--- config.mk ---
export PLATFORM = sky130hd
export DESIGN_NAME = conv_padding_gen_flat
export DESIGN_NICKNAME = d
export VERILOG_FILES = /design/src/rtl/conv_padding_gen_if.sv /design/src/rtl/conv_padding_gen.sv /design/src/flat_wrapper.sv
export SDC_FILE = /design/constraint.sdc
export NUM_CORES = 1
export LEC_CHECK = 0
export BUFFER_PORTS_ARGS = -buffer_cell sky130_fd_sc_hd__buf_2
export CORE_MARGIN = 2
export CORE_UTILIZATION = 35
export DETAILED_ROUTE_END_ITERATION = 10
export PLACE_DENSITY_LB_ADDON = 0.12
export RECOVER_POWER = 100
export SYNTH_ARGS = -nofsm -noshare
export SYNTH_HDL_FRONTEND = slang
export SYNTH_SLANG_ARGS = --single-unit
--- constraint.sdc ---
create_clock -name sclk -period 5.4 [get_ports sclk]
set_input_delay 0.81 -clock sclk [delete_from_list [all_inputs] [get_ports sclk]]
set_output_delay 0.81 -clock sclk [all_outputs]
set_load 0.01 [all_outputs]
--- src/rtl/conv_padding_gen_if.sv ---
// Valid/ready beat stream used for the feature input and the padded output.
// Pure wiring, no latency; the master holds data/vld until the slave asserts rdy.
// Master drives data/vld, slave drives rdy.
interface conv_padding_gen_if #(
  parameter int DATA_W = 64
) ();
  logic [DATA_W-1:0] data;
  logic              vld;
  logic              rdy;

  modport master (output data, output vld, input rdy);
  modport slave  (input data, input vld, output rdy);
endinterface

--- src/rtl/conv_padding_gen.sv ---
// Wraps a batch of R x C feature beats with programmable zero borders, raster order.
// Latency: one cycle from generation (input handshake or border slot) to out vld.
// Backpressure: registered output stalls on !dst.rdy; src.rdy only on interior beats with a free slot.
module conv_padding_gen #(
  parameter int                DATA_W    = 64,
  parameter int                COL_W     = 9,
  parameter int                ROW_W     = 7,
  parameter int                PAD_W     = 2,
  parameter logic [DATA_W-1:0] PAD_VALUE = '0
) (
  input  logic                  sclk,
  input  logic                  s_rst,
  input  logic                  cfg_start,
  input  logic [COL_W-1:0]      cfg_feature_col,
  input  logic [ROW_W-1:0]      cfg_feature_row,
  input  logic [PAD_W-1:0]      cfg_pad_top,
  input  logic [PAD_W-1:0]      cfg_pad_bot,
  input  logic [PAD_W-1:0]      cfg_pad_left,
  input  logic [PAD_W-1:0]      cfg_pad_right,
  conv_padding_gen_if.slave     src,
  conv_padding_gen_if.master    dst,
  output logic                  busy,
  output logic                  done,
  output logic [ROW_W:0]        row_cnt,
  output logic [COL_W:0]        col_cnt
);
  localparam int CW = COL_W + 1;
  localparam int RW = ROW_W + 1;

  typedef enum logic [1:0] {IDLE, RUN, DRAIN} state_t;

  state_t           state, state_nxt;
  logic [COL_W-1:0] c_q;
  logic [ROW_W-1:0] r_q;
  logic [PAD_W-1:0] pt_q, pb_q, pl_q, pr_q;
  logic             done_nxt;
  logic             slot_free, interior, last, load, start_ok;
  logic [CW-1:0]    grid_w, col_lo, col_hi;
  logic [RW-1:0]    grid_h, row_lo, row_hi;

  // Grid geometry from the latched config; one extra bit keeps W/H from wrapping.
  assign col_lo    = CW'(pl_q);
  assign col_hi    = CW'(pl_q) + CW'(c_q);
  assign grid_w    = col_hi + CW'(pr_q);
  assign row_lo    = RW'(pt_q);
  assign row_hi    = RW'(pt_q) + RW'(r_q);
  assign grid_h    = row_hi + RW'(pb_q);
  assign interior  = (row_cnt >= row_lo) && (row_cnt < row_hi) &&
                     (col_cnt >= col_lo) && (col_cnt < col_hi);
  assign last      = (row_cnt == grid_h - RW'(1)) && (col_cnt == grid_w - CW'(1));
  assign slot_free = !dst.vld || dst.rdy;
  assign start_ok  = cfg_start && (cfg_feature_col != '0) && (cfg_feature_row != '0);
  assign busy      = (state != IDLE);

  // State register.
  always_ff @(posedge sclk) begin
    if (s_rst) state <= IDLE;
    else       state <= state_nxt;
  end

  // Next state, input ready and output-register load enable.
  always_comb begin
    state_nxt = state;
    done_nxt  = 1'b0;
    load      = 1'b0;
    src.rdy   = 1'b0;
    case (state)
      IDLE: begin
        if (start_ok)       state_nxt = RUN;
        else if (cfg_start) done_nxt  = 1'b1;
      end
      RUN: begin
        // Border beats never wait on the input stream.
        src.rdy = interior && slot_free;
        load    = slot_free && (!interior || src.vld);
        if (load && last) state_nxt = DRAIN;
      end
      DRAIN: begin
        if (dst.vld && dst.rdy) begin
          state_nxt = IDLE;
          done_nxt  = 1'b1;
        end
      end
      default: state_nxt = IDLE;
    endcase
  end

  // Latch the batch config on an accepted start; ignored while busy.
  always_ff @(posedge sclk) begin
    if (s_rst) begin
      c_q  <= '0;
      r_q  <= '0;
      pt_q <= '0;
      pb_q <= '0;
      pl_q <= '0;
      pr_q <= '0;
    end else if (state == IDLE && start_ok) begin
      c_q  <= cfg_feature_col;
      r_q  <= cfg_feature_row;
      pt_q <= cfg_pad_top;
      pb_q <= cfg_pad_bot;
      pl_q <= cfg_pad_left;
      pr_q <= cfg_pad_right;
    end
  end

  // Raster position of the next beat to generate; parked at 0 outside a batch.
  always_ff @(posedge sclk) begin
    if (s_rst) begin
      row_cnt <= '0;
      col_cnt <= '0;
    end else if ((state == IDLE && start_ok) || (state == DRAIN && state_nxt == IDLE)) begin
      row_cnt <= '0;
      col_cnt <= '0;
    end else if (load) begin
      if (col_cnt == grid_w - CW'(1)) begin
        col_cnt <= '0;
        row_cnt <= row_cnt + RW'(1);
      end else begin
        col_cnt <= col_cnt + CW'(1);
      end
    end
  end

  // Output register: holds while stalled, drops vld once taken with nothing new.
  always_ff @(posedge sclk) begin
    if (s_rst) begin
      dst.data <= PAD_VALUE;
      dst.vld  <= 1'b0;
    end else if (load) begin
      dst.data <= interior ? src.data : PAD_VALUE;
      dst.vld  <= 1'b1;
    end else if (dst.rdy) begin
      dst.vld  <= 1'b0;
    end
  end

  // Single-cycle completion pulse.
  always_ff @(posedge sclk) begin
    if (s_rst) done <= 1'b0;
    else       done <= done_nxt;
  end
endmodule
--- src/flat_wrapper.sv ---
// flat-port wrapper written by rule: the top's interface ports become plain ports
module conv_padding_gen_flat 
#(
  parameter int                DATA_W    = 64,
  parameter int                COL_W     = 9,
  parameter int                ROW_W     = 7,
  parameter int                PAD_W     = 2,
  parameter logic [DATA_W-1:0] PAD_VALUE = '0
)
  (sclk, s_rst, cfg_start, cfg_feature_col, cfg_feature_row, cfg_pad_top, cfg_pad_bot, cfg_pad_left, cfg_pad_right, busy, done, row_cnt, col_cnt, src_data, src_vld, src_rdy, dst_data, dst_vld, dst_rdy);
  conv_padding_gen_if #(.DATA_W(DATA_W)) src_i ();
  conv_padding_gen_if #(.DATA_W(DATA_W)) dst_i ();
  input  logic sclk;
  input  logic s_rst;
  input  logic cfg_start;
  input  logic [COL_W-1:0] cfg_feature_col;
  input  logic [ROW_W-1:0] cfg_feature_row;
  input  logic [PAD_W-1:0] cfg_pad_top;
  input  logic [PAD_W-1:0] cfg_pad_bot;
  input  logic [PAD_W-1:0] cfg_pad_left;
  input  logic [PAD_W-1:0] cfg_pad_right;
  output logic busy;
  output logic done;
  output logic [ROW_W:0] row_cnt;
  output logic [COL_W:0] col_cnt;
  input wire logic [$bits(src_i.data)-1:0] src_data;
  input wire logic [$bits(src_i.vld)-1:0] src_vld;
  output wire logic [$bits(src_i.rdy)-1:0] src_rdy;
  output wire logic [$bits(dst_i.data)-1:0] dst_data;
  output wire logic [$bits(dst_i.vld)-1:0] dst_vld;
  input wire logic [$bits(dst_i.rdy)-1:0] dst_rdy;
  assign src_i.data = src_data;
  assign src_i.vld = src_vld;
  assign src_rdy = src_i.rdy;
  assign dst_data = dst_i.data;
  assign dst_vld = dst_i.vld;
  assign dst_i.rdy = dst_rdy;
  conv_padding_gen #(.DATA_W(DATA_W), .COL_W(COL_W), .ROW_W(ROW_W), .PAD_W(PAD_W), .PAD_VALUE(PAD_VALUE)) u_core (.sclk(sclk), .s_rst(s_rst), .cfg_start(cfg_start), .cfg_feature_col(cfg_feature_col), .cfg_feature_row(cfg_feature_row), .cfg_pad_top(cfg_pad_top), .cfg_pad_bot(cfg_pad_bot), .cfg_pad_left(cfg_pad_left), .cfg_pad_right(cfg_pad_right), .src(src_i), .dst(dst_i), .busy(busy), .done(done), .row_cnt(row_cnt), .col_cnt(col_cnt));
endmodule
==> results by group, run 1 <==
Global routing
  – Overflow after GRT: 0
  – Vias in the first global route: between 5k and 6k
  – Initial antenna violation count: 0
  – Total track usage: about a fifth
  – Wire length of the first global-routing pass: 30,700 µm
  – Largest net degree at the start of global routing: 68

Clock tree
  – Setup Fix Bufs, Post-CTS: 0
  – Clock-pin slew on the worst setup and hold paths: about 0.08 ns
  – CTS root buf: clkbuf_16
  – CTS Sinks: 110
  – Post-cts sizing count: 0
  – CTS Buffer Depth: 2
  – CTS buffer count: 9
  – H-Tree Level Count: 3
  – Hold-fix buffers, CTS: 0
  – Clk_lat worst skew: roughly 0.36 ns
  – CTS tree: done

Yosys
  – Syn_area_per_cell: slightly above 8 µm²
  – Count leader, synth: dfxtp_1
  – Yosys top cell by area: dfxtp_1
  – Synth top area cells: dfxtp_1 (34%), a22oi_1 (7.7%), ha_1 (6.4%), nor2_1 (5.1%), nand2_1 (4.7%)
  – Post-synth top area share: about a third
  – Post-synthesis instance area: between 0.006 and 0.007 mm²
  – Unique masters post-synth: 72
  – Top cells by count, synth: dfxtp_1 (110), nor2_1 (88), nand2_1 (81)
  – Post-synth EDFFs: 0
  – Post-Syn Nets: a little over 900
  – Post-synthesis sequential area ratio: between 30 and 40%
  – YS warnings: 0
  – Synth async-reset ratio: 0%
  – Syn Inst Count: roughly 790
  – Top_reg_cell synth: dfxtp_1
  – Register bit total from synthesis: 110

Routing
  – DR vias: ~6.2k
  – Wire per inst: roughly 16 µm
  – Remaining DRCs: 0
  – First-pass DRT Iterations: 5
  – Vias per cell: between 5 and 6
  – Drt initial violations: just under 400
  – Antenna-violating nets left: 0
  – Routed WL: roughly 18,000 µm

Timing
  – Post-route minimum period: about 5 ns
  – Final hold violations: 0
  – Max-slew headroom: 10.6%
  – Fin. max-slew vios: 0
  – F_max: 205 MHz
  – Fin crit share: about 90%
  – Final setup viols: 0
  – Setup TNS: 0 ns
  – Slew @ Worst Pin: around 1.3 ns
  – Final worst clock skew: between 0.01 and 0.015 ns
  – Unrepaired setup endpoints after global routing: false
  – Setup slack after layout: 0.533 ns

Floorplanning
  – Die H: 140 µm
  – Num rows: roughly 50
  – # IOs: between 150 and 200
  – Die width: ~140 µm
  – Initial core utilization: around 36%
  – Die Footprint: ~0.019 mm²
  – Core area: ~0.018 mm²

Cells and area
  – Sequential standard cell area: approximately 0.0022 mm²
  – Post-route insts no fill: between 1k and 1.5k
  – Layout cells sized above 1: between 10% and 20%
  – Final-stage net count: between 1k and 1.5k
  – Ant. Diodes: 0
  – Fillers: 1,965
  – Final core utilization: 42.5%
  – Area Growth Syn to Fin: 19.2%
  – Multi-input logic area: a little under 0.004 mm²

Worst setup path
  – Crit-path cells: ha_1 > inv_1 > fa_1 > ha_1 > inv_1 > ha_1 > inv_1 > fa_1 > and3b_1 > a2111oi_2 > a211oi_2 > o31ai_2 > mux2i_1 > a211oi_1 > nor3_1 > and4b_1 > a2111oi_0
  – Crit path arrival time: roughly 5.1 ns
  – Setup crit end kind: flop
  – Crit path launch: u_core.pl_q[0]$_SDFFE_PP0P_
  – Worst Setup Start Kind: flop
  – Required @ worst endpoint: between 5 and 6 ns
  – R2r startpoint: u_core.pl_q[0]$_SDFFE_PP0P_
  – R2R cell count: 17
  – CP peak stage delay: around 0.55 ns
  – Slowest-stage cell, CP: a211oi_1
  – R2R Setup Slk: between 0.5 and 0.6 ns
  – Reg-to-Reg End: u_core.state[0]$_SDFF_PP0_
  – Worst path top cell family by delay: compound AO/OA/AOI/OAI gates
  – Worst path buffer plus inverter count: 3
  – Worst Setup EP: u_core.state[0]$_SDFF_PP0_
  – WS Path Type: reg -> reg
  – Crit-path max FO: 6
  – Critical path depth in cells: 17

Power
  – Comb pwr share: a little over a fifth
  – Sequential fraction of design power: 44.2%
  – Leakage: 2.99 nW
  – Int Pwr: around 1.3 mW
  – Net switching power: ~610 µW
  – Clock share of power: between 30% and 40%
  – Pwr Density: between 200 and 300 mW/mm²
  – Switching share of power: 31.2%
  – Peak supply drop: ~0.00017 V

Flow run
  – Max-cap violations: 0

Placement
  – DP HPWL: roughly 14,000 µm
  – PortBufs: roughly 180
  – Post-Place Setup Slack: 0.582 ns
  – DP Cell Count: roughly 1.1k
  – Final RePlAce weighted congestion: roughly 0.84

Min path
  – Min-Delay Startpoint: u_core.c_q[0]$_SDFFE_PP0P_
  – Hold Crit Class: reg -> reg

Run status
  – Status: finished, final reports clean
==> flip-flops by register name, indices dropped and copies added, names as in the netlist <==
signal / count
u_core.dst.data: 64
u_core.pb_q: 2
u_core.dst.vld: 1
u_core.pr_q: 2
u_core.col_cnt: 10
u_core.pt_q: 2
u_core.row_cnt: 8
u_core.done: 1
u_core.c_q: 9
u_core.r_q: 7
u_core.state: 2
u_core.pl_q: 2
==> worst min-delay path, delay by kind of cell, from the launching register on <==
kind,cells,cell delay [ns]
AO/OA/AOI/OAI,1,0.05
AND/OR/NAND/NOR,1,0.05
flip-flops,1,0.32
==> cells by family (layout without fill, tap and decap cells) <==
family	count (synthesis)	in the layout	share of synthesized area, %
AO/OA/AOI/OAI	185	185	21.0
multiplexers	7	7	1.09
XOR/XNOR	40	40	6.09
buffers and inverters	94	243	5.70
adder cells (fa/ha/maj)	39	39	7.98
flip-flops	110	110	34.2
AND/OR/NAND/NOR	312	312	23.9
==> layer usage <==
metal / GRT usage (%) / share of wire (%) / wire length [µm]
met1: 25.5 / 45 / 8380
met2: 31.9 / 48 / 8830
met3: 2.82 / 4.3 / 800
met4: 6.42 / 2.3 / 430
met5: 0 / 0 / 0
==> worst min-delay path by stage <==
stage / end / slack [ns] / cells after the start
final: u_core.c_q[0]$_SDFFE_PP0P_ / 0.47 / 2
after global routing: u_core.pr_q[0]$_SDFFE_PP0P_ / 0.48 / 2
after CTS: u_core.pr_q[0]$_SDFFE_PP0P_ / 0.47 / 2
after detailed placement: u_core.pr_q[1]$_SDFFE_PP0P_ / 0.46 / 2
after global placement: u_core.pr_q[0]$_SDFFE_PP0P_ / 0.45 / 2
after floorplan: u_core.pb_q[0]$_SDFFE_PP0P_ / 0.44 / 2
==> per-stage QoR <==
| stage | power [mW] | hold WS [ns] | cell area [µm²] |
|---|---|---|---|
| floorplan | 1.18 | 0.436 | 6430 |
| global placement | 1.31 | 0.449 | 7480 |
| detailed placement | 1.31 | 0.457 | 7480 |
| CTS | 1.99 | 0.468 | 7780 |
| global route | 2.07 | 0.482 | 7660 |
| finish | 1.96 | 0.467 | 7660 |
==> power by group through the flow <==
stage               registers, mW  clock network, mW  logic, mW
floorplan                   0.883                  0      0.296
global placement            0.883                  0      0.427
detailed placement          0.883                  0      0.428
CTS                         0.864              0.701      0.430
global route                0.869              0.723      0.476
finish                      0.864              0.673      0.419
==> final cells by class <==
class	instances	share of cell area (%)
Multi-Input combinational cell	583	50.4
Timing Repair Buffer	188	11.3
Tap cell	229	3.74
Clock inverter	7	1.01
Clock buffer	9	2.94
Inverter	39	1.91
Sequential cell	110	28.7
==> layout by cell type, fill, tap and decap left out, types with 9 or more instances in the layout <==
cell       instances
nor4_1             9
ha_1              33
a22oi_1           66
inv_1             38
nand3_1           19
o21ai_0           14
nand2_1           81
buf_2             92
a21oi_1           41
nand4_1           13
xnor2_1           28
nor2b_1           11
dfxtp_1          110
clkbuf_16          9
clkbuf_1          87
nor3_1            32
xor2_1             9
and2_1            11
nor2_1            88
Power figures use the tool's default switching activity.
==> run 2: changes to the inputs <==
clock period = 6 ns   (was 5.4 ns; I/O delays follow)
==> results by group, run 2 (synthesis gave the netlist of run 1 again) <==
Floorplanning
  – # IOs: 179 (unchanged)
  – Die Footprint: 0.0195 mm² (unchanged)
  – Initial core utilization: 35.7% (unchanged)
  – Die H: 140 µm (unchanged)
  – Num rows: 49 (unchanged)
  – Core area: 0.0180 mm² (unchanged)
  – Die width: 140 µm (unchanged)

Timing
  – Max-slew headroom: 13.8% (was 10.6%)
  – Unrepaired setup endpoints after global routing: false (unchanged)
  – Post-route minimum period: 5.15 ns (was 4.87 ns)
  – F_max: 194 MHz (was 205 MHz)
  – Final worst clock skew: 0.0124 ns (was 0.0125 ns)
  – Final setup viols: 0 (unchanged)
  – Final hold violations: 0 (unchanged)
  – Fin. max-slew vios: 0 (unchanged)
  – Setup TNS: 0 ns (unchanged)
  – Fin crit share: 85.9% (was 90.1%)
  – Slew @ Worst Pin: 1.29 ns (was 1.34 ns)

Clock tree
  – CTS Sinks: 110 (unchanged)
  – CTS Buffer Depth: 2 (unchanged)
  – Post-cts sizing count: 0 (unchanged)
  – Clock-pin slew on the worst setup and hold paths: 0.08 ns (about the same)
  – CTS tree: done (unchanged)
  – CTS buffer count: 9 (unchanged)
  – Setup Fix Bufs, Post-CTS: 0 (unchanged)
  – Hold-fix buffers, CTS: 0 (unchanged)
  – Clk_lat worst skew: 0.36 ns (about the same)
  – CTS root buf: clkbuf_16 (unchanged)
  – H-Tree Level Count: 3 (unchanged)

Routing
  – Wire per inst: 15.9 µm (was 15.8 µm)
  – Routed WL: 18,500 µm (was 18,400 µm)
  – DR vias: 6,155 (was 6,174)
  – Antenna-violating nets left: 0 (unchanged)
  – Drt initial violations: 384 (was 386)
  – Vias per cell: 5.30 (about the same)
  – Remaining DRCs: 0 (unchanged)
  – First-pass DRT Iterations: 5 (unchanged)

Power
  – Net switching power: 547 µW (was 610 µW)
  – Power, Total: 1.75 mW (was 1.96 mW)
  – Comb pwr share: 20.8% (was 21.4%)
  – Switching share of power: 31.2% (about the same)
  – Int Pwr: 1.21 mW (was 1.35 mW)
  – Peak supply drop: 0.000159 V (was 0.000169 V)
  – Sequential fraction of design power: 44.7% (was 44.2%)
  – Leakage: 2.97 nW (was 2.99 nW)
  – Clock share of power: 34.5% (was 34.4%)
  – Pwr Density: 230 mW/mm² (was 255 mW/mm²)

Worst setup path
  – Worst Setup Start Kind: flop (unchanged)
  – WS Path Type: reg -> reg (unchanged)
  – Crit-path max FO: 17 (was 6)
  – Required @ worst endpoint: 6.29 ns (was 5.65 ns)
  – Setup crit end kind: flop (unchanged)
  – R2R cell count: 18 (was 17)
  – Crit path arrival time: 5.44 ns (was 5.11 ns)

Cells and area
  – Final-stage net count: 1,057 (was 1,061)
  – Largest Register: u_core.dst.data (unchanged)
  – Post-route insts no fill: 1,162 (was 1,165)
  – Area Growth Syn to Fin: 18.4% (was 19.2%)
  – Final instance area: 0.00761 mm² (was 0.00766 mm²)
  – Largest regs: u_core.dst.data: 64 flops, u_core.col_cnt: 10 flops, u_core.c_q: 9 flops (unchanged)
  – Final core utilization: 42.2% (was 42.5%)
  – Most common cell after layout, fill and taps aside: dfxtp_1 (unchanged)
  – Max reg flops: 64 (unchanged)
  – Layout cells sized above 1: 14.2% (was 14.7%)
  – Commonest non-fill, non-tap cells in the layout: dfxtp_1 (110), buf_2 (91), nor2_1 (88) (was dfxtp_1 (110), buf_2 (92), nor2_1 (88))

Min path
  – Hold Crit Class: reg -> reg (unchanged)
  – Hold depth: 2 (unchanged)

Global routing
  – Overflow after GRT: 0 (unchanged)
  – Total track usage: 19.2% (about the same)
  – Largest net degree at the start of global routing: 76 (was 68)
  – Wire length of the first global-routing pass: 30,900 µm (was 30,700 µm)
  – Vias in the first global route: 6,061 (was 5,938)
  – Initial antenna violation count: 1 (was 0)

Run status
  – Status: finished, final reports clean (unchanged)

Placement
  – DP Area: 0.00743 mm² (was 0.00748 mm²)
  – Final RePlAce weighted congestion: 0.864 (was 0.838)
  – DP HPWL: 13,600 µm (was 13,800 µm)
  – DP Cell Count: 1,145 (was 1,149)
  – PortBufs: 178 (unchanged)

Flow run
  – Max-cap violations: 0 (unchanged)
run 2: worst max-delay path: stages (launching register included):
cell	delay, ns
dfxtp_1	0.36
ha_1	0.26
inv_1	0.08
fa_1	0.47
ha_1	0.29
inv_1	0.04
ha_1	0.21
inv_1	0.08
fa_1	0.28
nor4bb_1	0.40
a2111oi_2	0.09
a211oi_1	0.47
xnor3_1	0.29
a2111oi_0	0.40
nand4_1	0.33
nor4_4	0.28
buf_4	0.26
or3b_1	0.36
a21oi_1	0.14
run 2: stage by stage:
step	hold slack [ns]	setup slack, ns
finish	0.465	0.847
global route	0.483	0.412
CTS	0.467	1.19
detailed placement	0.456	1.27
global placement	0.448	1.36
floorplan	0.436	1.65
run 2: area by class of cell:
cell class / instances / area, µm²
clock buffer: 9 / 225
tap: 229 / 287
multi-input combinational: 583 / 3850
sequential: 110 / 2200
fill: 1937 / 10400
clock inverter: 7 / 75.1
timing repair buffer: 184 / 825
antenna: 1 / 2.50
inverter: 39 / 146
run 2: worst paths after layout:
| path | startpoint | to | slack [ns] |
|---|---|---|---|
| setup reg to reg | u_core.pl_q[0]$_SDFFE_PP0P_ | u_core.row_cnt[6]$_SDFFE_PP0P_ | 0.85 |
| hold reg to reg | u_core.c_q[0]$_SDFFE_PP0P_ | u_core.c_q[0]$_SDFFE_PP0P_ | 0.46 |
| hold / removal | u_core.c_q[0]$_SDFFE_PP0P_ | u_core.c_q[0]$_SDFFE_PP0P_ | 0.46 |
| setup / recovery | u_core.pl_q[0]$_SDFFE_PP0P_ | u_core.row_cnt[6]$_SDFFE_PP0P_ | 0.85 |
run 2: power by group through the flow:
stage / clock, mW / combinational [mW] / sequential [mW]
after detailed placement: 0 / 0.373 / 0.799
after global routing: 0.657 / 0.415 / 0.788
after floorplan: 0 / 0.266 / 0.794
final: 0.606 / 0.364 / 0.783
after global placement: 0 / 0.373 / 0.800
after CTS: 0.627 / 0.375 / 0.783
run 2: per-layer routing:
layer	routed length, µm	vias to the layer above	track usage, %
li1	-	3105	-
met1	8540	2894	25.1
met2	8920	134	32.6
met3	718	22	3.44
met4	299	0	5.68
met5	0	-	0
==> run 3: changes to the inputs <==
CORE_ASPECT_RATIO = 1.4   (was unset)
==> results by group, run 3 (synthesis gave the netlist of run 1 again) <==
Clock tree
  – CTS Buffer Depth: 2 (unchanged)
  – CTS root buf: clkbuf_16 (unchanged)
  – H-Tree Level Count: 3 (unchanged)
  – Hold-fix buffers, CTS: 0 (unchanged)
  – CTS tree: done (unchanged)
  – Setup Fix Bufs, Post-CTS: 0 (unchanged)
  – Post-cts sizing count: 0 (unchanged)
  – Clk_lat worst skew: 0.36 ns (about the same)
  – Clock-pin slew on the worst setup and hold paths: 0.08 ns (about the same)
  – CTS buffer count: 9 (unchanged)
  – CTS Sinks: 110 (unchanged)

Routing
  – Antenna-violating nets left: 0 (unchanged)
  – Vias per cell: 5.23 (was 5.30)
  – Wire per inst: 16.1 µm (was 15.9 µm)
  – DR vias: 6,130 (was 6,155)
  – Drt initial violations: 298 (was 384)
  – First-pass DRT Iterations: 4 (was 5)
  – Remaining DRCs: 0 (unchanged)
  – Routed WL: 18,900 µm (was 18,500 µm)

Floorplanning
  – Die width: 119 µm (was 140 µm)
  – # IOs: 179 (unchanged)
  – Die H: 164 µm (was 140 µm)
  – Initial core utilization: 35.7% (about the same)
  – Die Footprint: 0.0195 mm² (about the same)
  – Num rows: 58 (was 49)
  – Core area: 0.0180 mm² (about the same)

Cells and area
  – Final-stage net count: 1,056 (was 1,057)
  – Area Growth Syn to Fin: 18.3% (was 18.4%)
  – Fillers: 1,970 (was 1,937)
  – Ant. Diodes: 0 (was 1)
  – Max reg flops: 64 (unchanged)
  – Final core utilization: 42.3% (was 42.2%)
  – Largest regs: u_core.dst.data: 64 flops, u_core.col_cnt: 10 flops, u_core.c_q: 9 flops (unchanged)
  – Largest Register: u_core.dst.data (unchanged)
  – Layout cells sized above 1: 14.1% (was 14.2%)
  – Most common cell after layout, fill and taps aside: dfxtp_1 (unchanged)
  – Post-route insts no fill: 1,171 (was 1,162)
  – Commonest non-fill, non-tap cells in the layout: dfxtp_1 (110), buf_2 (90), nor2_1 (88), clkbuf_1 (88), nand2_1 (81) (was dfxtp_1 (110), buf_2 (91), nor2_1 (88))

Min path
  – Hold depth: 2 (unchanged)
  – Worst Hold Endpoint: u_core.pb_q[1]$_SDFFE_PP0P_ (was u_core.c_q[0]$_SDFFE_PP0P_)
  – Min-Delay Startpoint: u_core.pb_q[1]$_SDFFE_PP0P_ (was u_core.c_q[0]$_SDFFE_PP0P_)
  – Hold Crit Class: reg -> reg (unchanged)

Timing
  – Final setup viols: 0 (unchanged)
  – Final worst clock skew: 0.00825 ns (was 0.0124 ns)
  – Final hold violations: 0 (unchanged)
  – Post-route minimum period: 5.05 ns (was 5.15 ns)
  – Fin crit share: 84.1% (was 85.9%)
  – Setup TNS: 0 ns (unchanged)
  – Fin. max-slew vios: 25 (was 0)
  – WHS: 0.458 ns (was 0.465 ns)
  – Unrepaired setup endpoints after global routing: false (unchanged)
  – F_max: 198 MHz (was 194 MHz)
  – Slew @ Worst Pin: 1.66 ns (was 1.29 ns)
  – Max-slew headroom: -11.2% (was 13.8%)

Worst setup path
  – R2R Setup Slk: 0.95 ns (was 0.85 ns)
  – Crit path arrival time: 5.33 ns (was 5.44 ns)
  – Required @ worst endpoint: 6.28 ns (was 6.29 ns)
  – WS Path Type: reg -> reg (unchanged)
  – R2r startpoint: u_core.pl_q[0]$_SDFFE_PP0P_ (unchanged)
  – R2R cell count: 16 (was 18)
  – Setup crit end kind: flop (unchanged)
  – Worst Setup Start Kind: flop (unchanged)
  – Crit-path max FO: 27 (was 17)
  – Reg-to-Reg End: u_core.dst.data[51]$_SDFFE_PP0P_ (was u_core.row_cnt[6]$_SDFFE_PP0P_)

Power
  – Pwr Density: 229 mW/mm² (was 230 mW/mm²)
  – Peak supply drop: 0.000157 V (was 0.000159 V)
  – Leakage: 2.95 nW (was 2.97 nW)

Global routing
  – Largest net degree at the start of global routing: 92 (was 76)
  – Total track usage: 19.6% (was 19.2%)
  – Vias in the first global route: 6,117 (was 6,061)
  – Overflow after GRT: 0 (unchanged)
  – Initial antenna violation count: 0 (was 1)
  – Wire length of the first global-routing pass: 30,800 µm (was 30,900 µm)

Placement
  – PortBufs: 178 (unchanged)
  – DP HPWL: 14,300 µm (was 13,600 µm)
  – Final RePlAce weighted congestion: 0.823 (was 0.864)
  – DP Cell Count: 1,155 (was 1,145)

Run status
  – Failing checks: max-capacitance violations, max-slew violations
  – Status: complete, but fails checks (was finished, final reports clean)

Flow run
  – Max-cap violations: 1 (was 0)
## run 3: cell type report
cell class	instances	area (µm²)	share of cell area, %
clock buffer	10	239	3.14
clock inverter	6	52.6	0.691
inverter	39	146	1.92
multi-input combinational	583	3850	50.6
sequential	110	2200	28.9
tap	240	300	3.95
timing repair buffer	183	818	10.8
## run 3: power breakdown
group          leakage, nW  internal [mW]  total [mW]  switching, mW
Combinational         1.92          0.155       0.365          0.210
Clock                0.143          0.301       0.593          0.292
Sequential           0.892          0.755       0.783         0.0278
Total                 2.95           1.21        1.74          0.530
## run 3: metal layers
metal	vias up	part of all wire (%)	GRT usage, %
li1	3087	-	-
met3	28	5.8	5.11
met2	161	49	35.5
met5	-	0	0
met4	0	2.8	7.74
met1	2854	42	21.7
## run 3: critical path, stage by stage (launching register included)
cell and delay [ns]:
dfxtp_1 0.36, ha_1 0.27, inv_1 0.08, fa_1 0.57, nand3b_1 0.35, nor2_1 0.20, xnor2_1 0.17, ha_1 0.28
a21oi_1 0.15, nor2b_1 0.06, a2111oi_0 0.46, nand3_1 0.16, and3b_1 0.24, and4_1 0.95, buf_4 0.40, a22oi_1 0.13
nor2_1 0.12
## run 3: how the worst max path moves through the flow
stage          cells past startpoint                   startpoint                                to
2_1_floorplan                     17  u_core.pl_q[0]$_SDFFE_PP0P_    u_core.row_cnt[6]$_SDFFE_PP0P_
3_3_place_gp                      17  u_core.pl_q[0]$_SDFFE_PP0P_    u_core.row_cnt[6]$_SDFFE_PP0P_
3_5_place_dp                      17  u_core.pl_q[0]$_SDFFE_PP0P_    u_core.row_cnt[6]$_SDFFE_PP0P_
4_1_cts                           14  u_core.pl_q[0]$_SDFFE_PP0P_                           src_rdy
5_1_grt                           16  u_core.pl_q[0]$_SDFFE_PP0P_  u_core.dst.data[48]$_SDFFE_PP0P_
6_report                          16  u_core.pl_q[0]$_SDFFE_PP0P_  u_core.dst.data[51]$_SDFFE_PP0P_
## run 3: through the flow
step	worst slack [ns]	power [mW]	area [µm²]
6_report	0.954	1.74	7610
5_1_grt	0.447	1.84	7610
4_1_cts	1.05	1.77	7740
3_5_place_dp	1.18	1.18	7450
3_3_place_gp	1.24	1.17	7450
2_1_floorplan	1.65	1.06	6430
